--- config.mk ---
export PLATFORM = sky130hd
export DESIGN_NAME = alu_sequencer_flat
export DESIGN_NICKNAME = d
export VERILOG_FILES = /design/src/rtl/alu_sequencer_if.sv /design/src/rtl/alu_sequencer.sv /design/src/flat_wrapper.sv
export SDC_FILE = /design/constraint.sdc
export NUM_CORES = 1
export LEC_CHECK = 0
export CAP_MARGIN = 20
export CELL_PAD_IN_SITES_DETAIL_PLACEMENT = 0
export CELL_PAD_IN_SITES_GLOBAL_PLACEMENT = 1
export CORE_MARGIN = 1.5
export CORE_UTILIZATION = 40
export CTS_BUF_LIST = sky130_fd_sc_hd__clkbuf_4
export DETAILED_ROUTE_END_ITERATION = 10
export GPL_ROUTABILITY_DRIVEN = 0
export PLACE_DENSITY_LB_ADDON = 0.1
export SETUP_SLACK_MARGIN = 0.02
export SLEW_MARGIN = 40
export SYNTH_ARGS = -nofsm -noshare
export SYNTH_HDL_FRONTEND = slang
export SYNTH_SLANG_ARGS = --single-unit
--- constraint.sdc ---
create_clock -name i_clk -period 3.3 [get_ports i_clk]
set_input_delay 0.33 -clock i_clk [delete_from_list [all_inputs] [get_ports i_clk]]
set_output_delay 0.33 -clock i_clk [all_outputs]
set_load 0.01 [all_outputs]
--- src/rtl/alu_sequencer_if.sv ---
// Request/response channel between a client and alu_sequencer.
// The client side uses the master modport and the sequencer uses the slave modport.
interface alu_sequencer_if;
  logic        req_valid;
  logic        req_ready;
  logic [2:0]  req_opcode;
  logic [31:0] req_a;
  logic [31:0] req_b;
  logic        resp_valid;
  logic        resp_ready;
  logic [31:0] resp_result;
  logic [31:0] resp_aux;
  logic        resp_div_by_zero;

  modport master (
    output req_valid, req_opcode, req_a, req_b, resp_ready,
    input  req_ready, resp_valid, resp_result, resp_aux, resp_div_by_zero
  );

  modport slave (
    input  req_valid, req_opcode, req_a, req_b, resp_ready,
    output req_ready, resp_valid, resp_result, resp_aux, resp_div_by_zero
  );
endinterface

--- src/rtl/alu_sequencer.sv ---
// Sequencer in front of an external combinational 32-bit ALU (ADD/AND/NOT/OR only).
// It builds SUB, XOR, MUL (shift-add) and DIV (restoring) from multiple ALU passes.
module alu_sequencer #(
  parameter int WIDTH = 32
) (
  input  logic               i_clk,
  input  logic               i_rst,
  alu_sequencer_if.slave     io_seq,
  output logic [WIDTH-1:0]   o_alu_a,
  output logic [WIDTH-1:0]   o_alu_b,
  output logic [2:0]         o_alu_opcode,
  output logic [WIDTH-1:0]   o_alu_carry_in,
  input  logic [WIDTH-1:0]   i_alu_output,
  input  logic [WIDTH-1:0]   i_alu_carry_out
);
  typedef enum logic [1:0] {IDLE, EXEC, ITER, DONE} state_t;

  localparam logic [2:0] OP_ADD = 3'b000, OP_AND = 3'b001, OP_MUL = 3'b010, OP_NOT = 3'b011;
  localparam logic [2:0] OP_SUB = 3'b100, OP_OR  = 3'b101, OP_DIV = 3'b110, OP_XOR = 3'b111;

  state_t           r_state;
  logic [2:0]       r_op;
  logic [WIDTH-1:0] r_a, r_b, r_x, r_y, r_t2;
  logic [5:0]       r_cnt;
  logic             r_req_ready, r_resp_valid, r_resp_dbz;
  logic [WIDTH-1:0] r_resp_result, r_resp_aux;
  logic [WIDTH-1:0] r_alu_a, r_alu_b;
  logic [2:0]       r_alu_op;
  logic             r_alu_cin;

  logic [5:0]       w_last;
  logic             w_busy, w_co, w_iter_req;
  logic [WIDTH-1:0] w_shift, w_x_n, w_y_n, w_t2_n;
  logic [WIDTH-1:0] w_alu_a_n, w_alu_b_n, w_result_n, w_aux_n;
  logic [2:0]       w_alu_op_n;
  logic             w_alu_cin_n, w_dbz_n;
  logic             w_unused_carry;

  assign w_unused_carry = ^i_alu_carry_out[WIDTH-1:1];
  assign w_co           = i_alu_carry_out[0];
  assign w_busy         = (r_state == EXEC) || (r_state == ITER);
  assign w_shift        = {r_x[WIDTH-2:0], r_y[WIDTH-1]};
  assign w_iter_req     = (io_seq.req_opcode == OP_MUL) || (io_seq.req_opcode == OP_XOR) ||
                          ((io_seq.req_opcode == OP_DIV) && (io_seq.req_b != '0));

  // r_cnt counts captured passes; pass r_cnt is set up while the previous one is captured.
  always_comb begin
    w_last = (r_state == EXEC) ? 6'd1 : (r_op == OP_XOR) ? 6'd4 : 6'(WIDTH);
    w_x_n  = r_x;
    w_y_n  = r_y;
    w_t2_n = r_t2;
    if ((r_state == ITER) && (r_cnt != 6'd0)) begin
      case (r_op)
        OP_MUL: begin
          w_x_n = {w_co, i_alu_output[WIDTH-1:1]};
          w_y_n = {i_alu_output[0], r_y[WIDTH-1:1]};
        end
        OP_DIV: begin
          if (r_x[WIDTH-1] || w_co) begin
            w_x_n = i_alu_output;
            w_y_n = {r_y[WIDTH-2:0], 1'b1};
          end else begin
            w_x_n = w_shift;
            w_y_n = {r_y[WIDTH-2:0], 1'b0};
          end
        end
        default: begin
          if (r_cnt == 6'd3) w_t2_n = i_alu_output;
          else               w_x_n  = i_alu_output;
        end
      endcase
    end

    w_alu_a_n   = '0;
    w_alu_b_n   = '0;
    w_alu_op_n  = OP_ADD;
    w_alu_cin_n = 1'b0;
    if (w_busy && (r_cnt != w_last)) begin
      case (r_op)
        OP_ADD: begin w_alu_a_n = r_a; w_alu_b_n = r_b; end
        OP_SUB: begin w_alu_a_n = r_a; w_alu_b_n = ~r_b; w_alu_cin_n = 1'b1; end
        OP_AND: begin w_alu_op_n = OP_AND; w_alu_a_n = r_a; w_alu_b_n = r_b; end
        OP_OR:  begin w_alu_op_n = OP_OR;  w_alu_a_n = r_a; w_alu_b_n = r_b; end
        OP_NOT: begin w_alu_op_n = OP_NOT; w_alu_a_n = r_a; end
        OP_MUL: begin
          w_alu_a_n = w_x_n;
          w_alu_b_n = w_y_n[0] ? r_b : '0;
        end
        OP_DIV: begin
          if (r_state == ITER) begin
            w_alu_a_n   = {w_x_n[WIDTH-2:0], w_y_n[WIDTH-1]};
            w_alu_b_n   = ~r_b;
            w_alu_cin_n = 1'b1;
          end
        end
        default: begin
          case (r_cnt)
            6'd0:    begin w_alu_op_n = OP_AND; w_alu_a_n = r_a;   w_alu_b_n = r_b;    end
            6'd1:    begin w_alu_op_n = OP_NOT; w_alu_a_n = w_x_n;                     end
            6'd2:    begin w_alu_op_n = OP_OR;  w_alu_a_n = r_a;   w_alu_b_n = r_b;    end
            default: begin w_alu_op_n = OP_AND; w_alu_a_n = w_x_n; w_alu_b_n = w_t2_n; end
          endcase
        end
      endcase
    end

    w_result_n = i_alu_output;
    w_aux_n    = '0;
    w_dbz_n    = 1'b0;
    case (r_op)
      OP_ADD, OP_SUB: w_aux_n = {{(WIDTH-1){1'b0}}, w_co};
      OP_MUL: begin w_result_n = w_y_n; w_aux_n = w_x_n; end
      OP_DIV: begin
        if (r_state == EXEC) begin
          w_result_n = '1;
          w_aux_n    = r_a;
          w_dbz_n    = 1'b1;
        end else begin
          w_result_n = w_y_n;
          w_aux_n    = w_x_n;
        end
      end
      default: ;
    endcase
  end

  always_ff @(posedge i_clk) begin
    if (i_rst) begin
      r_state       <= IDLE;
      r_op          <= OP_ADD;
      r_a           <= '0;
      r_b           <= '0;
      r_x           <= '0;
      r_y           <= '0;
      r_t2          <= '0;
      r_cnt         <= 6'd0;
      r_req_ready   <= 1'b0;
      r_resp_valid  <= 1'b0;
      r_resp_result <= '0;
      r_resp_aux    <= '0;
      r_resp_dbz    <= 1'b0;
      r_alu_a       <= '0;
      r_alu_b       <= '0;
      r_alu_op      <= OP_ADD;
      r_alu_cin     <= 1'b0;
    end else begin
      case (r_state)
        IDLE: begin
          if (io_seq.req_valid && r_req_ready) begin
            r_op        <= io_seq.req_opcode;
            r_a         <= io_seq.req_a;
            r_b         <= io_seq.req_b;
            r_x         <= '0;
            r_y         <= io_seq.req_a;
            r_t2        <= '0;
            r_cnt       <= 6'd0;
            r_req_ready <= 1'b0;
            r_state     <= w_iter_req ? ITER : EXEC;
          end else begin
            r_req_ready <= 1'b1;
          end
        end
        EXEC, ITER: begin
          r_alu_a   <= w_alu_a_n;
          r_alu_b   <= w_alu_b_n;
          r_alu_op  <= w_alu_op_n;
          r_alu_cin <= w_alu_cin_n;
          r_x       <= w_x_n;
          r_y       <= w_y_n;
          r_t2      <= w_t2_n;
          r_cnt     <= r_cnt + 6'd1;
          if (r_cnt == w_last) begin
            r_state       <= DONE;
            r_resp_valid  <= 1'b1;
            r_resp_result <= w_result_n;
            r_resp_aux    <= w_aux_n;
            r_resp_dbz    <= w_dbz_n;
          end
        end
        default: begin
          if (io_seq.resp_ready) begin
            r_state      <= IDLE;
            r_resp_valid <= 1'b0;
            r_req_ready  <= 1'b1;
          end
        end
      endcase
    end
  end

  assign io_seq.req_ready        = r_req_ready;
  assign io_seq.resp_valid       = r_resp_valid;
  assign io_seq.resp_result      = r_resp_result;
  assign io_seq.resp_aux         = r_resp_aux;
  assign io_seq.resp_div_by_zero = r_resp_dbz;
  assign o_alu_a                 = r_alu_a;
  assign o_alu_b                 = r_alu_b;
  assign o_alu_opcode            = r_alu_op;
  assign o_alu_carry_in          = {{(WIDTH-1){1'b0}}, r_alu_cin};
endmodule
--- src/flat_wrapper.sv ---
// flat-port wrapper written by rule: the top's interface ports become plain ports
module alu_sequencer_flat 
#(
  parameter int WIDTH = 32
)
  (i_clk, i_rst, o_alu_a, o_alu_b, o_alu_opcode, o_alu_carry_in, i_alu_output, i_alu_carry_out, io_seq_req_valid, io_seq_req_opcode, io_seq_req_a, io_seq_req_b, io_seq_resp_ready, io_seq_req_ready, io_seq_resp_valid, io_seq_resp_result, io_seq_resp_aux, io_seq_resp_div_by_zero);
  alu_sequencer_if io_seq_i ();
  input  logic i_clk;
  input  logic i_rst;
  output logic [WIDTH-1:0] o_alu_a;
  output logic [WIDTH-1:0] o_alu_b;
  output logic [2:0] o_alu_opcode;
  output logic [WIDTH-1:0] o_alu_carry_in;
  input  logic [WIDTH-1:0] i_alu_output;
  input  logic [WIDTH-1:0] i_alu_carry_out;
  input wire logic [$bits(io_seq_i.req_valid)-1:0] io_seq_req_valid;
  input wire logic [$bits(io_seq_i.req_opcode)-1:0] io_seq_req_opcode;
  input wire logic [$bits(io_seq_i.req_a)-1:0] io_seq_req_a;
  input wire logic [$bits(io_seq_i.req_b)-1:0] io_seq_req_b;
  input wire logic [$bits(io_seq_i.resp_ready)-1:0] io_seq_resp_ready;
  output wire logic [$bits(io_seq_i.req_ready)-1:0] io_seq_req_ready;
  output wire logic [$bits(io_seq_i.resp_valid)-1:0] io_seq_resp_valid;
  output wire logic [$bits(io_seq_i.resp_result)-1:0] io_seq_resp_result;
  output wire logic [$bits(io_seq_i.resp_aux)-1:0] io_seq_resp_aux;
  output wire logic [$bits(io_seq_i.resp_div_by_zero)-1:0] io_seq_resp_div_by_zero;
  assign io_seq_i.req_valid = io_seq_req_valid;
  assign io_seq_i.req_opcode = io_seq_req_opcode;
  assign io_seq_i.req_a = io_seq_req_a;
  assign io_seq_i.req_b = io_seq_req_b;
  assign io_seq_i.resp_ready = io_seq_resp_ready;
  assign io_seq_req_ready = io_seq_i.req_ready;
  assign io_seq_resp_valid = io_seq_i.resp_valid;
  assign io_seq_resp_result = io_seq_i.resp_result;
  assign io_seq_resp_aux = io_seq_i.resp_aux;
  assign io_seq_resp_div_by_zero = io_seq_i.resp_div_by_zero;
  alu_sequencer #(.WIDTH(WIDTH)) u_core (.i_clk(i_clk), .i_rst(i_rst), .io_seq(io_seq_i), .o_alu_a(o_alu_a), .o_alu_b(o_alu_b), .o_alu_opcode(o_alu_opcode), .o_alu_carry_in(o_alu_carry_in), .i_alu_output(i_alu_output), .i_alu_carry_out(i_alu_carry_out));
endmodule
* Word level (Yosys, flattened, before mapping)
Cells that the tools add are included.
** Storage, ports and cells
- Logic and storage cells :: 121
- Input port bits :: 135
- Register bits :: 306
- Output and inout port bits :: 166
** Operators by class
- Mux-type cells :: 51
- Equal/unequal tests :: 19
- Add/subtract/negate cells :: 1
- Reductions and logical operators :: 30
- Bitwise gates (word level) :: 3
** Operator list (number)
- two-way mux 32 bit :: 17
- one-hot mux 32 bit (2 select lines) :: 7
- one-hot mux 32 bit (3 select lines) :: 2
- one-hot mux 32 bit (5 select lines) :: 1
- NOT 32 bit :: 1
- nonzero test 32 bit :: 1
- equality test 3 bit, second input constant :: 6
- two-way mux 6 bit :: 3
- equality test 6 x 2 -> 1 bit, second input constant :: 2
- one-hot mux 3 bit (4 select lines) :: 1
- one-hot mux 6 bit (2 select lines) :: 1
- equality test 3 x 2 -> 1 bit, second input constant :: 3
- two-way mux 1 bit :: 9
- two-way mux 2 bit :: 4
- AND reduction 2 bit :: 4
- OR reduction 2 bit :: 4
- adder 6 x 1 -> 6 bit, second input constant :: 1
- equality test 6 x 1 -> 1 bit, second input constant :: 1
- equality test 6 bit :: 1
- logical NOT 6 bit :: 1
- != test 6 bit :: 1
- one-hot mux 1 bit (2 select lines) :: 3
- one-hot mux 3 bit (2 select lines) :: 1
- AND reduction 3 bit :: 2
- other kinds (17) :: 27

* Depth between registers and ports, before layout
- Depth in word-level cells :: 7
- Gate-level depth with buffers :: 11
- Depth with buffers taken out :: 8

* Least setup slack after synthesis
OpenSTA, ideal clock, no wires.
- Path kind :: register to register
- Start point :: reg u_core.r_state[1]
- End point :: reg u_core.r_alu_b[22] (netlist: u_core.o_alu_b[22])
- Path slack :: 1020 ps
- Setup time :: 130 ps
- Buffers on the path :: 2
- Required time :: 3170 ps
- Cell stages (with the launch flop) :: 10
- Arrival time :: 2150 ps
- Clock period less this slack :: 2280 ps
- Cell sequence :: dfxtp_1 -> inv_1 -> ha_1 -> or2_2 -> a2111oi_2 -> o21ai_0 -> nand3b_1 -> buf_2 -> buf_1 -> o31ai_1
** Between the ends
- Cells in the longest elaborated chain, start to end :: 6
- Elaborated cells on any way between the ends :: 15
- Those cells by class :: eq/ne: 3; mux: 8; reduce/logical: 4
** RTL lines
- from (decl) :: RTL line alu_sequencer.sv:21 : state_t r_state;
- from (signal assigned) :: RTL line alu_sequencer.sv:158 : r_state <= w_iter_req ? ITER : EXEC;
- equality test 2 bit
- logical AND 1 bit :: RTL line alu_sequencer.sv:52 : if ((r_state == ITER) && (r_cnt != 6'd0)) begin
- two-way mux 32 bit :: RTL line alu_sequencer.sv:52
- one-hot mux 32 bit (2 select lines) or two-way mux 32 bit (tied branches) :: RTL line alu_sequencer.sv:97, alu_sequencer.sv:87
- one-hot mux 32 bit (5 select lines) :: RTL line alu_sequencer.sv:79 : case (r_op)
- two-way mux 32 bit :: RTL line alu_sequencer.sv:78 : if (w_busy && (r_cnt != w_last)) begin
- to (signal assigned) :: RTL line alu_sequencer.sv:165 : r_alu_b <= w_alu_b_n;
- to (decl) :: RTL line alu_sequencer.sv:27 : logic [WIDTH-1:0] r_alu_a, r_alu_b;
Several ways; a longest one is shown, not always the timed one.
A chain may end at the register's enable or synchronous reset.

* Worst setup path after layout
- Start point :: reg u_core.r_op[1]
- End point :: reg u_core.r_resp_aux[5] (netlist: u_core.io_seq.resp_aux[5])
** Between the ends
- Cells in the longest elaborated chain, start to end :: 5
- Elaborated cells on any way between the ends :: 14
- Those cells by class :: eq/ne: 5; mux: 6; reduce/logical: 3
** RTL lines
- from (decl) :: RTL line alu_sequencer.sv:22 : logic [2:0] r_op;
- from (signal assigned) :: RTL line alu_sequencer.sv:150 : r_op <= io_seq.req_opcode;
- equality test 3 bit (tied with other cells) :: RTL line alu_sequencer.sv:53, alu_sequencer.sv:110
- one-hot mux 32 bit (2 select lines) or two-way mux 6 bit (tied branches) :: RTL line alu_sequencer.sv:53, alu_sequencer.sv:48
- two-way mux 32 bit or two-way mux 6 bit (tied branches) :: RTL line alu_sequencer.sv:52, alu_sequencer.sv:48
- two-way mux 32 bit or equality test 6 bit (tied branches) :: RTL line alu_sequencer.sv:114, alu_sequencer.sv:172
- one-hot mux 32 bit (3 select lines) or AND reduction 2 bit (tied branches)
- to (signal assigned) :: RTL line alu_sequencer.sv:176 : r_resp_aux <= w_aux_n;
- to (decl) :: RTL line alu_sequencer.sv:26 : logic [WIDTH-1:0] r_resp_result, r_resp_aux;
Several ways; a longest one is shown, not always the timed one.

==> metrics.txt <==
run status finished, final reports clean; Synth cell types 64; post-synth top area share 36.0%; class of the worst hold path primary input to register; num rows 75; die width 209 microns; vias in the first global route 17899; post-placement cell count 2753; vias per cell 6.27; Multi-input gate area 9920 sq um; Yosys Warn Count 0; area grow syn2layout 22.5%; Die Span Y 209 microns; IO Port Bufs 238; final WL 69700 microns; Top FF cell, synth dfxtp_1; Crit. Startpoint u_core.r_op[1]$_SDFFE_PP0P_; final setup fails 0; # hold bufs at CTS 1; drt pass-1 iters 6; hpwl dp 45700 microns; Routed Antenna Nets 0; sequential element share of the synthesized area 36.0%; CP Capture Type register; commonest non-fill, non-tap cell in the layout nand2_1; cell count of the worst reg-to-reg path 7; Crit Reg-Reg Endpoint u_core.io_seq.resp_aux[5]$_SDFFE_PP0P_; ys async rst share 0%; initial antenna violation count 2; ranking of synthesized cells by area dfxtp_1 (36%), nand2_1 (8.2%), a21oi_1 (6.1%); Worst-Skew Late Latency 0.79 ns; filler cell count in the final layout 4188; # Post-CTS Setup Buffers 0; wire per inst 24.0 microns; setup TNS 0 ns; Post-synth EDFFs 0; Static Leakage 0.00730 uW; layout cells sized above 1 13.6%; Root Driver clkbuf_4; Clock Path Buffers 3; Worst EP arrival 3.52 ns; Startpoint Class register; power per cell area 562 nW/um^2; Worst Setup EP u_core.io_seq.resp_aux[5]$_SDFFE_PP0P_; largest net degree at the start of global routing 74; die area 43800 sq um; synthesized area per cell 7.96 sq um; fmax 0.346 GHz; CTS buffer count 92; CP Class register to register; DRC Markers 0; critical path peak fanout 10; Starting Density 40.6%; crit path time final 2.89 ns; final period utilization 87.5%; final hold viol count 0; Synth area leader dfxtp_1; pins over their slew limit 0; Worst Max-Slew Pin Slew 0.827 ns; Clk pin slew, worst setup/hold paths 0.06 ns; Final Non-Filler Cells 2908; commonest non-fill, non-tap cells in the layout nand2_1 (373), dfxtp_1 (306), clkdlybuf4s50_1 (237); skew final 0.0499 ns; Total GRT Usage 31.2%; Core Util, Final 49.7%; Max VDD drop 0.300 mV; clock sink total 306; CTS H-tree lvls 3; Post-Syn Instances 2141; worst rel slew slack 44.9%; worst r2r src u_core.r_op[1]$_SDFFE_PP0P_; R2R setup slack 0.41 ns; register cell area after layout 6130 sq um; Ports 301; CTS tree built; max-cap viol count 0; Mapped Area 17000 sq um; Iteration-0 DRC Markers 1649; Hold Slack 0.149 ns; RSZ-0062 raised after global routing no; post_cts resized 0; global-route wire length before repair 106000 microns; GRT overflow 0; via count 18247; final net count 2452; CP required 3.94 ns; Placeable Area 41900 sq um; flops & latches, synth 306
==> cell usage after synthesis, drive strengths merged (6+ instances only) <==
cell    instances
nor4           37
a221oi         65
a221o          28
nand2         373
clkbuf        173
dfxtp         306
ha              8
a211oi         37
nor3           32
and3            6
buf            90
o21ai          79
mux2           32
o211ai         94
nand3           7
o32ai          31
a22o           31
o21bai         56
a21oi         207
o221a          30
nor2          160
a311oi         32
o31ai          37
a22oi         120
a21o            7
inv            12
==> state kept, by name, summed over array words and instances, names as in the netlist, 2 cells and up <==
register,cells
u_core.r_op,3
u_core.o_alu_a,32
u_core.r_state,2
u_core.r_x,32
u_core.r_a,32
u_core.r_t2,32
u_core.r_b,32
u_core.o_alu_opcode,3
u_core.io_seq.resp_result,32
u_core.o_alu_b,32
u_core.io_seq.resp_aux,32
u_core.r_y,32
u_core.r_cnt,6
==> stage by stage <==
stage                     worst slack (ns)  power [uW]  cell area [sq um]
after floorplan                       1.02        6770              17100
after global placement               0.357        8170              19800
after detailed placement             0.327        8240              19800
after CTS                            0.472       11800              20900
after global routing                 0.280       12400              20900
final                                0.413       11700              20900
==> critical path, stage by stage, from the launching register on <==
cell and delay [ns]:
dfxtp_1 0.70, or4b_2 0.83, buf_4 0.25, o32ai_1 0.27, nand2_1 0.09, o221a_2 0.17
a221oi_1 0.38, nor3_1 0.07
==> report_power, final <==
part           internal [uW]  leakage [uW]  switching (uW)
clock network           1810      0.000641            1710
registers               4030       0.00248             409
logic                   1280       0.00418            2500
total                   7120       0.00730            4620
==> cell type report <==
type                    count  share of cell area (%)
diodes                      2                  0.0240
repair buffers            307                    14.5
flip-flops and latches    306                    29.4
inverters                  12                   0.216
well taps                 539                    3.23
clock buffers             132                    4.75
multi-input cells        1590                    47.5
clock inverters            20                   0.366
==> worst min-delay path by stage <==
| stage | endpoint | depth (start not counted) | start |
|---|---|---|---|
| after floorplan | u_core.r_y[30]$_SDFFE_PP0P_ | 2 | u_core.r_y[30]$_SDFFE_PP0P_ |
| after CTS | u_core.r_a[10]$_SDFFE_PP0P_ | 3 | io_seq_req_a[10] |
| after global placement | u_core.o_alu_b[20]$_SDFFE_PP0N_ | 2 | u_core.o_alu_b[20]$_SDFFE_PP0N_ |
| final | u_core.r_a[10]$_SDFFE_PP0P_ | 3 | io_seq_req_a[10] |
| after global routing | u_core.r_a[10]$_SDFFE_PP0P_ | 3 | io_seq_req_a[10] |
| after detailed placement | u_core.o_alu_b[20]$_SDFFE_PP0N_ | 2 | u_core.o_alu_b[20]$_SDFFE_PP0N_ |
==> metal layers <==
layer  part of all wire, %  global-route usage [%]
met1                    41                    38.6
met3                   8.5                    6.75
met4                   5.6                    19.4
met2                    45                    49.4
met5                     0                       0
==> cell families (layout without fill, tap and decap cells) <==
| kind of cell | count (synthesis) | count (layout) | share of synthesized area [%] |
|---|---|---|---|
| buf+inv | 275 | 471 | 7.25 |
| flops | 306 | 306 | 36.0 |
| xor+xnor | 4 | 4 | 0.206 |
| fa+ha+maj | 8 | 8 | 0.588 |
| compound gates | 868 | 868 | 37.4 |
| simple gates | 644 | 644 | 15.8 |
| mux | 35 | 35 | 2.82 |
| other cells | 1 | 33 | 0.0220 |
No activity file was read; power rests on OpenSTA's default activity.
